<file path="src/rtl/wave_dac_pkg.sv">
// Shared types and constants for the waveform DAC SPI output stage.
package wave_dac_pkg;

    typedef enum logic [2:0] {
        IDLE,
        LEAD,
        SHIFT,
        TRAIL,
        GAP
    } state_t;

    localparam int FRAME_BITS  = 24;
    localparam int SHIFT_SLOTS = 2 * FRAME_BITS;
    localparam int GAP_SLOTS   = 2;

    localparam logic [7:0]  CTRL_BYTE = 8'h00;
    localparam logic [15:0] MIDSCALE  = 16'h8000;

    localparam logic [2:0] MODE_COS = 3'b001;
    localparam logic [2:0] MODE_SIN = 3'b010;
    localparam logic [2:0] MODE_TAN = 3'b100;

    // tan has no bounded DAC mapping, so it parks the output at midscale
    function automatic logic [15:0] select_code(
        input logic [2:0]  ena,
        input logic [15:0] word
    );
        if (ena == MODE_COS || ena == MODE_SIN)
            return word;
        return MIDSCALE;
    endfunction

endpackage

</file>
<file path="src/rtl/wave_dac_sample_timer.sv">
// Programmable sample-rate timer: one tick every sample_div+1 cycles.
module wave_dac_sample_timer (
    input  logic        clk,
    input  logic        rst,
    input  logic [15:0] sample_div,
    output logic        tick
);

    logic [15:0] tcnt;

    assign tick = (sample_div != 16'd0) && (tcnt == sample_div);

    // a period shortened below tcnt lets the counter wrap at 16 bits
    always_ff @(posedge clk or posedge rst) begin
        if (rst)
            tcnt <= 16'd0;
        else if (sample_div == 16'd0 || tick)
            tcnt <= 16'd0;
        else
            tcnt <= tcnt + 16'd1;
    end

endmodule

</file>
<file path="src/rtl/wave_dac_spi.sv">
// Samples the generator word and shifts it to a 16-bit SPI DAC in 24-bit frames.
// Define WAVE_DAC_OVERRUN_CNT_EN to keep the dropped-sample counter.
module wave_dac_spi
    import wave_dac_pkg::*;
#(
    parameter int CLK_DIV = 2
) (
    input  logic        clk,
    input  logic        rst,
    input  logic [2:0]  ena,
    input  logic [31:0] data,
    input  logic [15:0] sample_div,
    output logic        dac_cs_n,
    output logic        dac_sclk,
    output logic        dac_mosi,
    output logic        busy,
    output logic [7:0]  overrun_cnt
);

    localparam int SW = (CLK_DIV > 1) ? $clog2(CLK_DIV) : 1;
    localparam logic [SW-1:0] SLOT_MAX = SW'(CLK_DIV - 1);
    localparam logic [SW-1:0] SLOT_ONE = SW'(1);
    localparam logic [5:0] SHIFT_LAST = 6'(SHIFT_SLOTS - 1);
    localparam logic [5:0] GAP_LAST   = 6'(GAP_SLOTS - 1);

    logic tick;
    state_t state, state_nxt;
    logic [SW-1:0] slot, slot_nxt;
    logic [5:0] half, half_nxt;
    logic [FRAME_BITS-1:0] shreg, shreg_nxt;
    logic cs_n_nxt, sclk_nxt, mosi_nxt, busy_nxt;
    logic slot_last;
    logic unused_data;

    assign unused_data = ^data[31:16];

    wave_dac_sample_timer u_timer (
        .clk        (clk),
        .rst        (rst),
        .sample_div (sample_div),
        .tick       (tick)
    );

    assign slot_last = (slot == SLOT_MAX);

    always_comb begin
        state_nxt = state;
        slot_nxt  = '0;
        half_nxt  = half;
        shreg_nxt = shreg;
        cs_n_nxt  = dac_cs_n;
        sclk_nxt  = dac_sclk;
        mosi_nxt  = dac_mosi;
        if (state != IDLE)
            slot_nxt = slot_last ? '0 : slot + SLOT_ONE;
        case (state)
            IDLE: begin
                if (tick) begin
                    state_nxt = LEAD;
                    shreg_nxt = {CTRL_BYTE, select_code(ena, data[15:0])};
                    cs_n_nxt  = 1'b0;
                    sclk_nxt  = 1'b0;
                    mosi_nxt  = 1'b0;
                end
            end
            LEAD: begin
                if (slot_last) begin
                    state_nxt = SHIFT;
                    half_nxt  = '0;
                    sclk_nxt  = 1'b1;
                    mosi_nxt  = shreg[FRAME_BITS-1];
                    shreg_nxt = {shreg[FRAME_BITS-2:0], 1'b0};
                end
            end
            SHIFT: begin
                if (slot_last) begin
                    if (half == SHIFT_LAST) begin
                        state_nxt = TRAIL;
                        half_nxt  = '0;
                        sclk_nxt  = 1'b0;
                        mosi_nxt  = 1'b0;
                    end else begin
                        half_nxt = half + 6'd1;
                        // even half-slots are high; leaving one drops sclk
                        if (!half[0]) begin
                            sclk_nxt = 1'b0;
                        end else begin
                            sclk_nxt  = 1'b1;
                            mosi_nxt  = shreg[FRAME_BITS-1];
                            shreg_nxt = {shreg[FRAME_BITS-2:0], 1'b0};
                        end
                    end
                end
            end
            TRAIL: begin
                if (slot_last) begin
                    state_nxt = GAP;
                    half_nxt  = '0;
                    cs_n_nxt  = 1'b1;
                end
            end
            GAP: begin
                if (slot_last) begin
                    if (half == GAP_LAST)
                        state_nxt = IDLE;
                    else
                        half_nxt = half + 6'd1;
                end
            end
            default: begin
                state_nxt = IDLE;
                cs_n_nxt  = 1'b1;
                sclk_nxt  = 1'b0;
                mosi_nxt  = 1'b0;
            end
        endcase
        busy_nxt = (state_nxt != IDLE);
    end

    always_ff @(posedge clk or posedge rst) begin
        if (rst) begin
            state    <= IDLE;
            slot     <= '0;
            half     <= '0;
            shreg    <= '0;
            dac_cs_n <= 1'b1;
            dac_sclk <= 1'b0;
            dac_mosi <= 1'b0;
            busy     <= 1'b0;
        end else begin
            state    <= state_nxt;
            slot     <= slot_nxt;
            half     <= half_nxt;
            shreg    <= shreg_nxt;
            dac_cs_n <= cs_n_nxt;
            dac_sclk <= sclk_nxt;
            dac_mosi <= mosi_nxt;
            busy     <= busy_nxt;
        end
    end

`ifdef WAVE_DAC_OVERRUN_CNT_EN
    logic [7:0] ovr;

    always_ff @(posedge clk or posedge rst) begin
        if (rst)
            ovr <= 8'h00;
        else if (tick && busy && ovr != 8'hFF)
            ovr <= ovr + 8'd1;
    end

    assign overrun_cnt = ovr;
`else
    assign overrun_cnt = 8'h00;
`endif

endmodule

</file>
<file path="config.mk">
export PLATFORM = sky130hd
export DESIGN_NAME = wave_dac_spi
export DESIGN_NICKNAME = d
export VERILOG_FILES = /design/src/rtl/wave_dac_pkg.sv /design/src/rtl/wave_dac_sample_timer.sv /design/src/rtl/wave_dac_spi.sv
export SDC_FILE = /design/constraint.sdc
export NUM_CORES = 1
export LEC_CHECK = 0
export ABC_AREA = 1
export CAP_MARGIN = 25
export CORE_MARGIN = 4
export CORE_UTILIZATION = 30
export DETAILED_ROUTE_END_ITERATION = 7
export DONT_BUFFER_PORTS = 1
export GPL_TIMING_DRIVEN = 0
export PLACE_DENSITY = 0.46
export SLEW_MARGIN = 10
export SYNTH_ARGS = -nofsm -noshare
export SYNTH_HDL_FRONTEND = slang
export SYNTH_SLANG_ARGS = --single-unit
export TNS_END_PERCENT = 30
</file>
<file path="constraint.sdc">
create_clock -name clk -period 2.45 [get_ports clk]
set_input_delay 0.245 -clock clk [delete_from_list [all_inputs] [get_ports clk]]
set_output_delay 0.245 -clock clk [all_outputs]
set_load 0.01 [all_outputs]
</file>
* Word level (Yosys, flattened, before mapping)
Index checks and enable logic that the tools add are counted.
W data, S select, Z words.
** Operators by class
- Add/sub/neg operators :: 3
- Equality and inequality tests :: 19
- Mux-type cells :: 40
- Bitwise operators :: 2
- Reduce and logical (&&, ||, !) cells :: 18
** Operators with widths (count)
- $mux W24 :: 5
- $pmux W24 S3 :: 1
- $mux W16 :: 3
- $mux W6 :: 5
- $mux W3 :: 7
- $pmux W6 S3 :: 1
- $add A16 B1 Y16 const B :: 1
- $eq A16 B16 Y1 :: 1
- $logic_not A16 Y1 :: 1
- $reduce_bool A16 Y1 :: 1
- $pmux W3 S5 :: 1
- $mux W1 :: 14
- $ne A2 B2 Y1 const B :: 7
- $reduce_bool A3 Y1 :: 4
- $reduce_and A5 Y1 :: 2
- $eq A3 B2 Y1 const B :: 3
- $pmux W1 S4 :: 2
- $add A6 B1 Y6 const B :: 1
- $eq A3 B1 Y1 const B :: 2
- $eq A6 B1 Y1 const B :: 1
- $eq A6 B6 Y1 const B :: 1
- $reduce_and A6 Y1 :: 1
- $ne A2 B1 Y1 const B :: 2
- $reduce_and A4 Y1 :: 1
- 11 further kinds :: 14
** Storage, ports and cells
- Register bits after elaboration :: 54
- Input bits :: 53
- Logic and storage cells :: 91

* Logic depth before layout (Yosys ltp)
Gate-level depths: netlist of the first run.
- Word-level depth :: 8
- Mapped depth :: 12
- Depth with buffers taken out :: 11

* By module
A second synthesis of the first run with hierarchy kept.
** Second synthesis, totals
- Cells, all modules :: 521
- Area, all modules :: 3604.7 um^2
** By module, submodules not included
- wave_dac_spi :: times used 1, cells an instance 334, area each 2436.1 um^2, sequential area each 952.2 um^2
- wave_dac_sample_timer :: times used 1, cells an instance 187, area each 1168.6 um^2, sequential area each 400.4 um^2

* Least setup slack after synthesis of the first run
OpenSTA, ideal clock, no wires.
- Path kind :: reg-to-reg
- Start :: register half[0]
- End :: register shreg[1]
- Arrival :: 1.606 ns
- Slack :: 0.728 ns
- Stages on the path, launching flop included :: 11
- Buffers on the path :: 1
- Path through :: dfrtp_1 -> ha_1 -> nand2_1 -> nor2_1 -> nand3_1 -> nand3_1 -> a21oi_4 -> nand2_2 -> buf_2 -> nand2_1 -> nand2_1
** On the way
- Longest elaborated chain between the ends :: 3
- Elaborated cells on any way between the ends :: 4
- Classes of those cells :: eq/ne (3); reduce/logical (1)
** RTL lines
- start, declared :: RTL line wave_dac_spi.sv:29 : logic [5:0] half, half_nxt;
- start signal, assigned :: RTL line wave_dac_spi.sv:133 : half <= half_nxt;
- $eq A6 B6 Y1 :: RTL line wave_dac_spi.sv:77 : if (half == SHIFT_LAST) begin
- $ne A2 B2 Y1 (no line)
- $reduce_and A6 Y1 (no line) (*)
- end signal, assigned :: RTL line wave_dac_spi.sv:134 : shreg <= shreg_nxt;
- end, declared :: RTL line wave_dac_spi.sv:30 : logic [FRAME_BITS-1:0] shreg, shreg_nxt;
Every way passes the cells marked *; elsewhere a longest branch is shown, timed or not.
A chain may end at the register's enable or synchronous reset.

* Worst setup path after layout of the first run
- Start :: register half[0]
- End :: register shreg[19]
Same word-level chain as after synthesis.

==> results of run 1 <==
==> through the flow <==
stage	instances	total power [mW]
finish	616	2.00
detailed placement	607	1.50
floorplan	470	1.39
global route	616	2.15
global placement	606	1.49
CTS	616	2.04
==> synthesized netlist by cell type (all sizes together) (2+ instances only) <==
cell	n
nor3	13
o21ai	8
o22ai	2
nand3	41
buf	20
nor2	60
ha	3
o211ai	3
a21oi	9
inv	66
nand2	151
nor4	3
a22o	14
nand4	5
xor2	6
dfrtp	53
==> how the worst max path moves through the flow <==
stage                                             to  slack, ns  cells past startpoint
after floorplan                 shreg[1]$_DFFE_PP0P_       0.73                     10
after global placement    u_timer.tcnt[11]$_DFF_PP0_       0.11                      1
after detailed placement        shreg[4]$_DFFE_PP0P_       0.37                     10
after CTS                      shreg[20]$_DFFE_PP0P_       0.36                     10
after global routing           shreg[22]$_DFFE_PP0P_       0.11                     10
final                          shreg[19]$_DFFE_PP0P_       0.37                     10
==> cells by family after synthesis <==
kind of cell	Yosys count	synth area share (%)
fa+ha+maj	3	1.15
other cells	1	0.115
flops	54	41.5
buf+inv	86	11.9
compound gates	38	8.32
xor+xnor	6	1.61
simple gates	275	35.4
==> state kept, by name, summed over array words and instances (netlist names) <==
name          flops
shreg            24
dac_sclk          1
slot              1
u_timer.tcnt     16
state             3
dac_mosi          1
busy              1
dac_cs_n          1
half              6
==> cell type report <==
cell class                      instances  area [um2]
Inverter                               66         248
Sequential cell                        54        1350
Fill cell                            1126        6880
Clock inverter                          2        17.5
Multi-Input combinational cell        330        1550
Timing Repair Buffer                    2        30.0
Clock buffer                            6        72.6
Tap cell                              136         170
Buffer                                 20         141
==> what timing repair did <==
| item | CTS | global route |
|---|---|---|
| buffers inserted | 0 | 0 |
| hold buffers | 1 | 0 |
| endpoints found under the hold margin | 25 | 0 |
==> worst min-delay path, stage by stage <==
cell and delay [ns]:
inv_1 0.03, nor2_1 0.04, nand3_1 0.07, nand2_1 0.05
==> metal layers <==
metal,track usage [%],share of wire (%),vias to the layer above
met5,0,0,-
met2,19.1,46,40
li1,-,-,1476
met3,2.32,3.7,6
met4,2.72,0.68,0
met1,17.4,50,1303
==> power by group through the flow <==
stage	clock (mW)	sequential, mW	combinational [mW]
floorplan	0	1.06	0.331
global placement	0	1.09	0.395
detailed placement	0	1.10	0.403
CTS	0.554	1.08	0.407
global route	0.585	1.09	0.473
finish	0.526	1.08	0.401
==> impl_metrics.tcl, run 1 <==
set metrics [dict create \
    worstSetupPathType "register to register" \
    syn_to_final_growth_pct 9.70 \
    grt.overflow.total 0 \
    grtUsageTotal_pct 12.2 \
    yosys.cell_types.count 30 \
    crit_family "simple AND/OR/NAND/NOR gates" \
    r2r_slack_ns 0.37 \
    netlist_area_mm2 0.00326 \
    status "finished clean" \
    power_leakage_nw 2.00 \
    hpwlAfterDp_um 5650 \
    io_pins 65 \
    grt_pass1_vias 2696 \
    syn_inst 463 \
    drt-total-wl_um 7460 \
    clock.fmax_mhz 481 \
    reg2reg_depth 10 \
    yosys.area.top_type "dfrtp_1" \
    crit_path_cell_trace "ha_1 > nand2_1 > nor2_1 > nand3_1 > nand3_1 > a21oi_4 > nand2_2 > buf_2 > nand2_1 > nand2_1" \
    swShare_pct 33.8 \
    setup_tns_ns 0 \
    num_rows 37 \
    final_common_cell "nand2_1" \
    h-tree-depth 2 \
    die-height_um 112 \
    synth-seq-area-share_pct 41.5 \
    hold_depth 4 \
    hp-start "data[0]" \
    clock-skew-final_ns 0.00931 \
    pwr-share-comb_pct 20.0 \
    die_area_mm2 0.0126 \
    min_path_type "primary input to register" \
    grt_setup_unrepaired "no" \
    whs_ns 0.144 \
    cts_tree "built" \
    grt_max_degree 30 \
    relSlewSlack_pct 61.2 \
    startpoint_type "register" \
    rr_endpoint "shreg[19]$_DFFE_PP0P_" \
    grt_pass1_wl_um 12900 \
    wl_per_cell_um 12.1 \
    antenna_cells 0 \
    crit_path_start "half[0]$_DFFE_PP0P_" \
    drtIter0Drc 113 \
    powerDensity_mw_per_mm2 560 \
    initial_core_util_pct 31.2 \
    cts_made_buffers 5 \
    worstSetupEndpointType "register" \
    arrival_ns 2.29 \
    io_buffers 0 \
    min_period_over_period_pct 84.9 \
    worst_pin_slew_ns 0.581 \
    synth_top_area_share_pct 40.7 \
    max_stage_delay_ns 0.51 \
    p_int_mw 1.33 \
    cts.sink_count 54 \
    seqPwrFrac_pct 53.8 \
    r2r_start "half[0]$_DFFE_PP0P_" \
    fin_area_mm2 0.00358 \
    post-place-ws_ns 0.373 \
    antenna_found_initial 0 \
    clk_path_buf_depth 2 \
    placed_cell_area_mm2 0.00348 \
    hold_path_end "shreg[0]$_DFFE_PP0P_" \
    final_layout_size_suffix_gt1_share_pct 9.58 \
    clk_pin_slew_ns 0.11 \
    cp_slowest_cell "dfrtp_1" \
    gp_congestion 0.785 \
    nets 535 \
    setup_ws_ns 0.371 \
    cts-root-buf "clkbuf_8" \
    drc 0 \
    ys_ff_latch 54 \
    drv_cap 0 \
    drv_slew 0 \
    crit_path_frequent_cell "nand2_1" \
    crit_required_ns 2.66 \
    vdd.ir_drop.worst_uv 180 \
    yosys_warnings 0 \
    synth_flop_cell "dfrtp_1" \
    drt_pass1_iterations 4 \
    clk-insertion-delay-late_ns 0.31 \
    avgSynthCellArea_um2 7.05 \
    hold_violations 0 \
    cts_resized 0 \
    synth_area_leaders "dfrtp_1 41%, nand2_1 17%, inv_1 7.0%" \
    via_per_inst 4.59 \
    crit_buf_inv 1 \
    pwr-share-clk_pct 26.2 \
    vias 2825 \
    fin_util_pct 34.2 \
    switching_power_uw 678 \
    period_needed_ns 2.08 \
    async_reset_ff_share_pct 100 \
    path_max_fanout 10 \
    final_cell_mix "147 x nand2_1, 60 x inv_1, 57 x nor2_1" \
    setup-violations-final 0 \
    core_mm2 0.0105 \
    ant_nets 0 \
    synth_edf_count 0 \
    die_w_um 112 \
]
Note: power is estimated with default switching activity, not from simulation.
==> run 2, diff against run 1 <==
==> constraint.sdc (replaced) <==
create_clock -name clk -period 2.1 [get_ports clk]
set_input_delay 0.21 -clock clk [delete_from_list [all_inputs] [get_ports clk]]
set_output_delay 0.21 -clock clk [all_outputs]
set_load 0.01 [all_outputs]
==> run 2 against run 1 <==
Against the previous run: non-clock buffer count up 3; maximum frequency up 12%; sequential share of layout area down 0.29 points; worst setup slack worse by 0.12 ns; via count up 0.53%; sequential power up 17%; critical path type unchanged; largest power group unchanged.
==> impl_metrics.tcl, run 2 (synthesized netlist as in run 1, its figures left out) <==
set metrics [dict create \
    die_area_mm2 0.0126 \
    grt_max_degree 30 \
    setup-violations-final 0 \
    arrival_ns 2.05 \
    largest_reg_flops 24 \
    grt_use_met3_pct 2.32 \
    fillers 1124 \
    grtUsageTotal_pct 12.2 \
    clk-insertion-delay-late_ns 0.31 \
    die_w_um 112 \
    path_max_fanout 5 \
    crit_buf_inv 1 \
    cp_slowest_cell "dfrtp_1" \
    clock.fmax_mhz 541 \
    crit_path_frequent_cell "nand2_1" \
    worstSetupPathType "register to register" \
    fin_util_pct 34.5 \
    antenna_cells 0 \
    io_buffers 0 \
    clock-skew-final_ns 0.00992 \
    min_path_type "primary input to register" \
    cts-root-buf "clkbuf_8" \
    vias 2840 \
    power_leakage_nw 2.01 \
    ant_nets 0 \
    period_needed_ns 1.85 \
    cts_tree "built" \
    relSlewSlack_pct 61.3 \
    final_common_cell "nand2_1" \
    worstSetupEndpointType "register" \
    hold_violations 0 \
    p_total_mw 2.33 \
    drc 0 \
    powerDensity_mw_per_mm2 647 \
    final_layout_size_suffix_gt1_share_pct 10.8 \
    h-tree-depth 2 \
    placed_cell_area_mm2 0.00348 \
    drt-total-wl_um 7470 \
    min_period_over_period_pct 88.1 \
    worst_pin_slew_ns 0.580 \
    gp_congestion 0.785 \
    cts.sink_count 54 \
    crit_path_cell_trace "ha_1 > nand2_1 > inv_1 > nand2_1 > nor2_1 > nand2_1 > nor3_1 > nand2_1 > nor2_1 > a21oi_1" \
    hpwlAfterDp_um 5650 \
    grt.overflow.total 0 \
    drt_pass1_iterations 4 \
    core_mm2 0.0105 \
    met2_usage_pct 19.1 \
    crit_required_ns 2.31 \
    syn_to_final_growth_pct 10.7 \
    use_met1_pct 17.4 \
    vdd.ir_drop.worst_uv 210 \
    regMostFlops "shreg" \
    status "finished clean" \
    drv_cap 0 \
    antenna_found_initial 0 \
    busiest_layer "met2" \
    layoutNonFillerInstCount 619 \
    final_cell_mix "147 x nand2_1, 60 x inv_1, 56 x nor2_1" \
    crit_path_start "u_timer.tcnt[0]$_DFF_PP0_" \
    whs_ns 0.110 \
    grt_pass1_vias 2696 \
    crit_family "simple AND/OR/NAND/NOR gates" \
    cts_made_buffers 5 \
    nets 538 \
    via_per_inst 4.59 \
    num_rows 37 \
    startpoint_type "register" \
    clk_pin_slew_ns 0.11 \
    fin_area_mm2 0.00361 \
    initial_core_util_pct 31.2 \
    top_regs "shreg (24), u_timer.tcnt (16), half (6)" \
    max_stage_delay_ns 0.43 \
    io_pins 65 \
    r2r_start "u_timer.tcnt[0]$_DFF_PP0_" \
    drtIter0Drc 118 \
    clk_path_buf_depth 2 \
    wl_per_cell_um 12.1 \
    die-height_um 112 \
    grt_setup_unrepaired "no" \
    hp-start "data[0]" \
    placed_cells 607 \
    drv_slew 0 \
    grt_pass1_wl_um 12900 \
]
[run 2: cell count changes in the layout (fill, tap and decap cells not counted)]
cell,delta
dfrtp_2,+1
nor2_2,+1
nand3_1,-1
nand3_2,+1
nor2_1,-1
dfrtp_1,-1
buf_4,+3
[run 2: stage by stage]
stage	TNS, ns	setup slack [ns]
2_1_floorplan	0	0.378
3_3_place_gp	-10.63	-0.205
3_5_place_dp	0	0.0226
6_report	0	0.251
4_1_cts	0	0.0118
5_1_grt	0	0.0368
[run 2: tightest hold or removal path, delay by kind of cell]
family | cells | cell delay [ns]
AND/OR/NAND/NOR | 3 | 0.16
buffers and inverters | 1 | 0.03
[run 2: timing repair]
| action | CTS | global route |
|---|---|---|
| gates resized for setup | 0 | 3 |
| setup endpoints to repair | 0 | 24 |
| endpoints found under the hold margin | 25 | 0 |
| hold buffers | 1 | 0 |
| buffers inserted | 0 | 3 |
[run 2: area by class of cell]
type / count / area (um2) / share of cell area, %
flip-flops and latches: 54 / 1350 / 37.5
plain buffers: 20 / 141 / 3.92
multi-input cells: 330 / 1550 / 43.1
clock inverters: 2 / 17.5 / 0.485
repair buffers: 5 / 52.6 / 1.46
well taps: 136 / 170 / 4.71
inverters: 66 / 248 / 6.86
clock buffers: 6 / 72.6 / 2.01
[run 2: power by group]
group | internal, mW | switching (mW)
Clock | 0.243 | 0.368
Sequential | 1.13 | 0.122
Combinational | 0.170 | 0.298
Total | 1.55 | 0.788
[run 2: path summary, 6_finish.rpt]
kind / cells past startpoint / slack (ns) / endpoint
min in group asynchronous: 2 / 0.40 / shreg[0]$_DFFE_PP0P_
min: 4 / 0.11 / shreg[0]$_DFFE_PP0P_
max: 10 / 0.25 / u_timer.tcnt[12]$_DFF_PP0_
max reg2reg: 10 / 0.25 / u_timer.tcnt[12]$_DFF_PP0_
max in group asynchronous: 3 / 1.07 / dac_cs_n$_DFFE_PP1P_
min reg2reg: 2 / 0.48 / shreg[23]$_DFFE_PP0P_
[run 2: metal layers]
layer	vias up	routed length [um]
met1	1313	3710
met2	43	3430
li1	1480	-
met4	0	48
met3	4	287
met5	-	0
==> run 3, diff against run 2 <==
--- a/config.mk
+++ b/config.mk
@@ -7,7 +7,7 @@
 export LEC_CHECK = 0
 export ABC_AREA = 1
 export CAP_MARGIN = 25
-export CORE_MARGIN = 4
+export CORE_MARGIN = 2
 export CORE_UTILIZATION = 30
 export DETAILED_ROUTE_END_ITERATION = 7
 export DONT_BUFFER_PORTS = 1
==> run 3 against run 2 <==
Against the previous run: routed wire length increased by 1.6%; design area decreased by 0.24%; non-clock buffer count decreased by 2; sequential share of layout area increased by 0.091 points; register-to-register slack got worse by 0.04 ns; sequential power about the same; core utilization decreased by 0.99 points; sequential cell count unchanged; critical path type unchanged; critical endpoint is now shreg[2]$_DFFE_PP0P_.
==> impl_metrics.tcl, run 3 (synthesized netlist as in run 1, its figures left out) <==
set metrics [dict create \
    antenna_found_initial 0 \
    min_period_over_period_pct 90.1 \
    fin_util_pct 33.5 \
    crit_path_cell_trace "ha_1 > nand2_1 > nor2_1 > nand3_2 > nand3_1 > a21oi_4 > nand2_2 > buf_2 > nand2_1 > nand2_1" \
    drv_cap 0 \
    cp_slowest_cell "dfrtp_2" \
    arrival_ns 2.11 \
    hpwlAfterDp_um 5600 \
    grt_setup_unrepaired "no" \
    final_layout_size_suffix_gt1_share_pct 10.6 \
    die-height_um 108 \
    h-tree-depth 2 \
    worst_pin_slew_ns 0.542 \
    crit_path_frequent_cell "nand2_1" \
    io_buffers 0 \
    drc 0 \
    grt_pass1_vias 2760 \
    nets 536 \
    largest_reg_flops 24 \
    relSlewSlack_pct 63.8 \
    die_w_um 108 \
    die_area_mm2 0.0117 \
    layoutNonFillerInstCount 621 \
    wl_per_cell_um 12.2 \
    path_max_fanout 10 \
    gp_congestion 0.809 \
    vdd.ir_drop.worst_uv 335 \
    via_per_inst 4.57 \
    powerDensity_mw_per_mm2 653 \
    period_needed_ns 1.89 \
    grt_use_met3_pct 2.05 \
    drt_pass1_iterations 4 \
    grt_max_degree 33 \
    power_leakage_nw 2.00 \
    final_common_cell "nand2_1" \
    met2_usage_pct 21.8 \
    grtUsageTotal_pct 13.8 \
    setup_tns_ns 0 \
    min_path_type "primary input to register" \
    io_pins 65 \
    clk_path_buf_depth 2 \
    status "finished clean" \
    worstSetupEndpointType "register" \
    use_met1_pct 19.4 \
    top_regs "shreg (24), u_timer.tcnt (16), half (6)" \
    clock-skew-final_ns 0.0108 \
    antenna_cells 0 \
    cts-root-buf "clkbuf_8" \
    hold_depth 4 \
    startpoint_type "register" \
    setup_ws_ns 0.207 \
    p_total_mw 2.35 \
    syn_to_final_growth_pct 10.4 \
    max_stage_delay_ns 0.49 \
    clk_pin_slew_ns 0.10 \
    cts_tree "built" \
    core_mm2 0.0107 \
    crit_required_ns 2.31 \
    setup-violations-final 0 \
    busiest_layer "met2" \
    worstSetupPathType "register to register" \
    ant_nets 0 \
    initial_core_util_pct 30.4 \
    post-place-ws_ns 0.0175 \
    hold_violations 0 \
    drv_slew 0 \
    reg2reg_depth 10 \
    final_cell_mix "147 x nand2_1, 60 x inv_1, 56 x nor2_1" \
    drt-total-wl_um 7580 \
    drtIter0Drc 151 \
    regMostFlops "shreg" \
    vias 2841 \
    num_rows 38 \
    clk-insertion-delay-late_ns 0.31 \
    cts.sink_count 54 \
    grt_pass1_wl_um 13000 \
    grt.overflow.total 0 \
    placed_cells 611 \
    clock.fmax_mhz 528 \
    cts_made_buffers 5 \
]
[run 3: changes by cell type in the layout (fill, tap and decap cells not counted), sizes merged]
cell    before  now
buf         24   22
clkinv       1    2
inv         67   66
[run 3: layer usage]
layer | vias to the layer above | wire [um]
met1 | 1321 | 3840
met5 | - | 0
met2 | 45 | 3470
li1 | 1471 | -
met3 | 4 | 214
met4 | 0 | 64
[run 3: worst paths after layout]
path,slack (ns),start,to
worst max-delay path,0.21,half[0]$_DFFE_PP0P_,shreg[2]$_DFFE_PP0P_
worst min-delay path,0.13,data[0],shreg[0]$_DFFE_PP0P_
worst max register to register,0.21,half[0]$_DFFE_PP0P_,shreg[2]$_DFFE_PP0P_
worst min register to register,0.48,shreg[20]$_DFFE_PP0P_,shreg[20]$_DFFE_PP0P_
max in group asynchronous,1.14,rst,half[0]$_DFFE_PP0P_
min in group asynchronous,0.39,rst,u_timer.tcnt[2]$_DFF_PP0_
[run 3: per-stage QoR]
stage,instance area [um2],hold slack (ns)
2_1_floorplan,3290,0.425
3_3_place_gp,3460,0.454
3_5_place_dp,3480,0.179
4_1_cts,3580,0.122
5_1_grt,3600,0.127
6_report,3600,0.129
[run 3: power by group]
group / internal, mW / switching [mW] / leakage, nW
clock: 0.237 / 0.368 / 0.0452
sequential: 1.13 / 0.124 / 0.685
combinational: 0.170 / 0.320 / 1.27
[run 3: critical path, delay by kind of cell (launching register included)]
kind | cells | cell delay (ns)
AO/OA/AOI/OAI | 1 | 0.23
adder cells (fa/ha/maj) | 1 | 0.24
buffers and inverters | 1 | 0.21
flip-flops | 1 | 0.49
AND/OR/NAND/NOR | 7 | 0.65
[run 3: cell type report]
cell class | instances | area [um2]
Timing Repair Buffer | 3 | 37.5
Fill cell | 1219 | 7140
Buffer | 20 | 141
Clock inverter | 2 | 13.8
Multi-Input combinational cell | 330 | 1560
Sequential cell | 54 | 1350
Tap cell | 140 | 175
Clock buffer | 6 | 72.6
Inverter | 66 | 248
[run 3: timing repair]
| action | CTS | global route |
|---|---|---|
| setup endpoints to repair | 0 | 25 |
| hold buffers | 1 | 0 |
| buffers inserted | 0 | 1 |
| resized for setup | 0 | 4 |
| hold endpoints to repair | 21 | 0 |
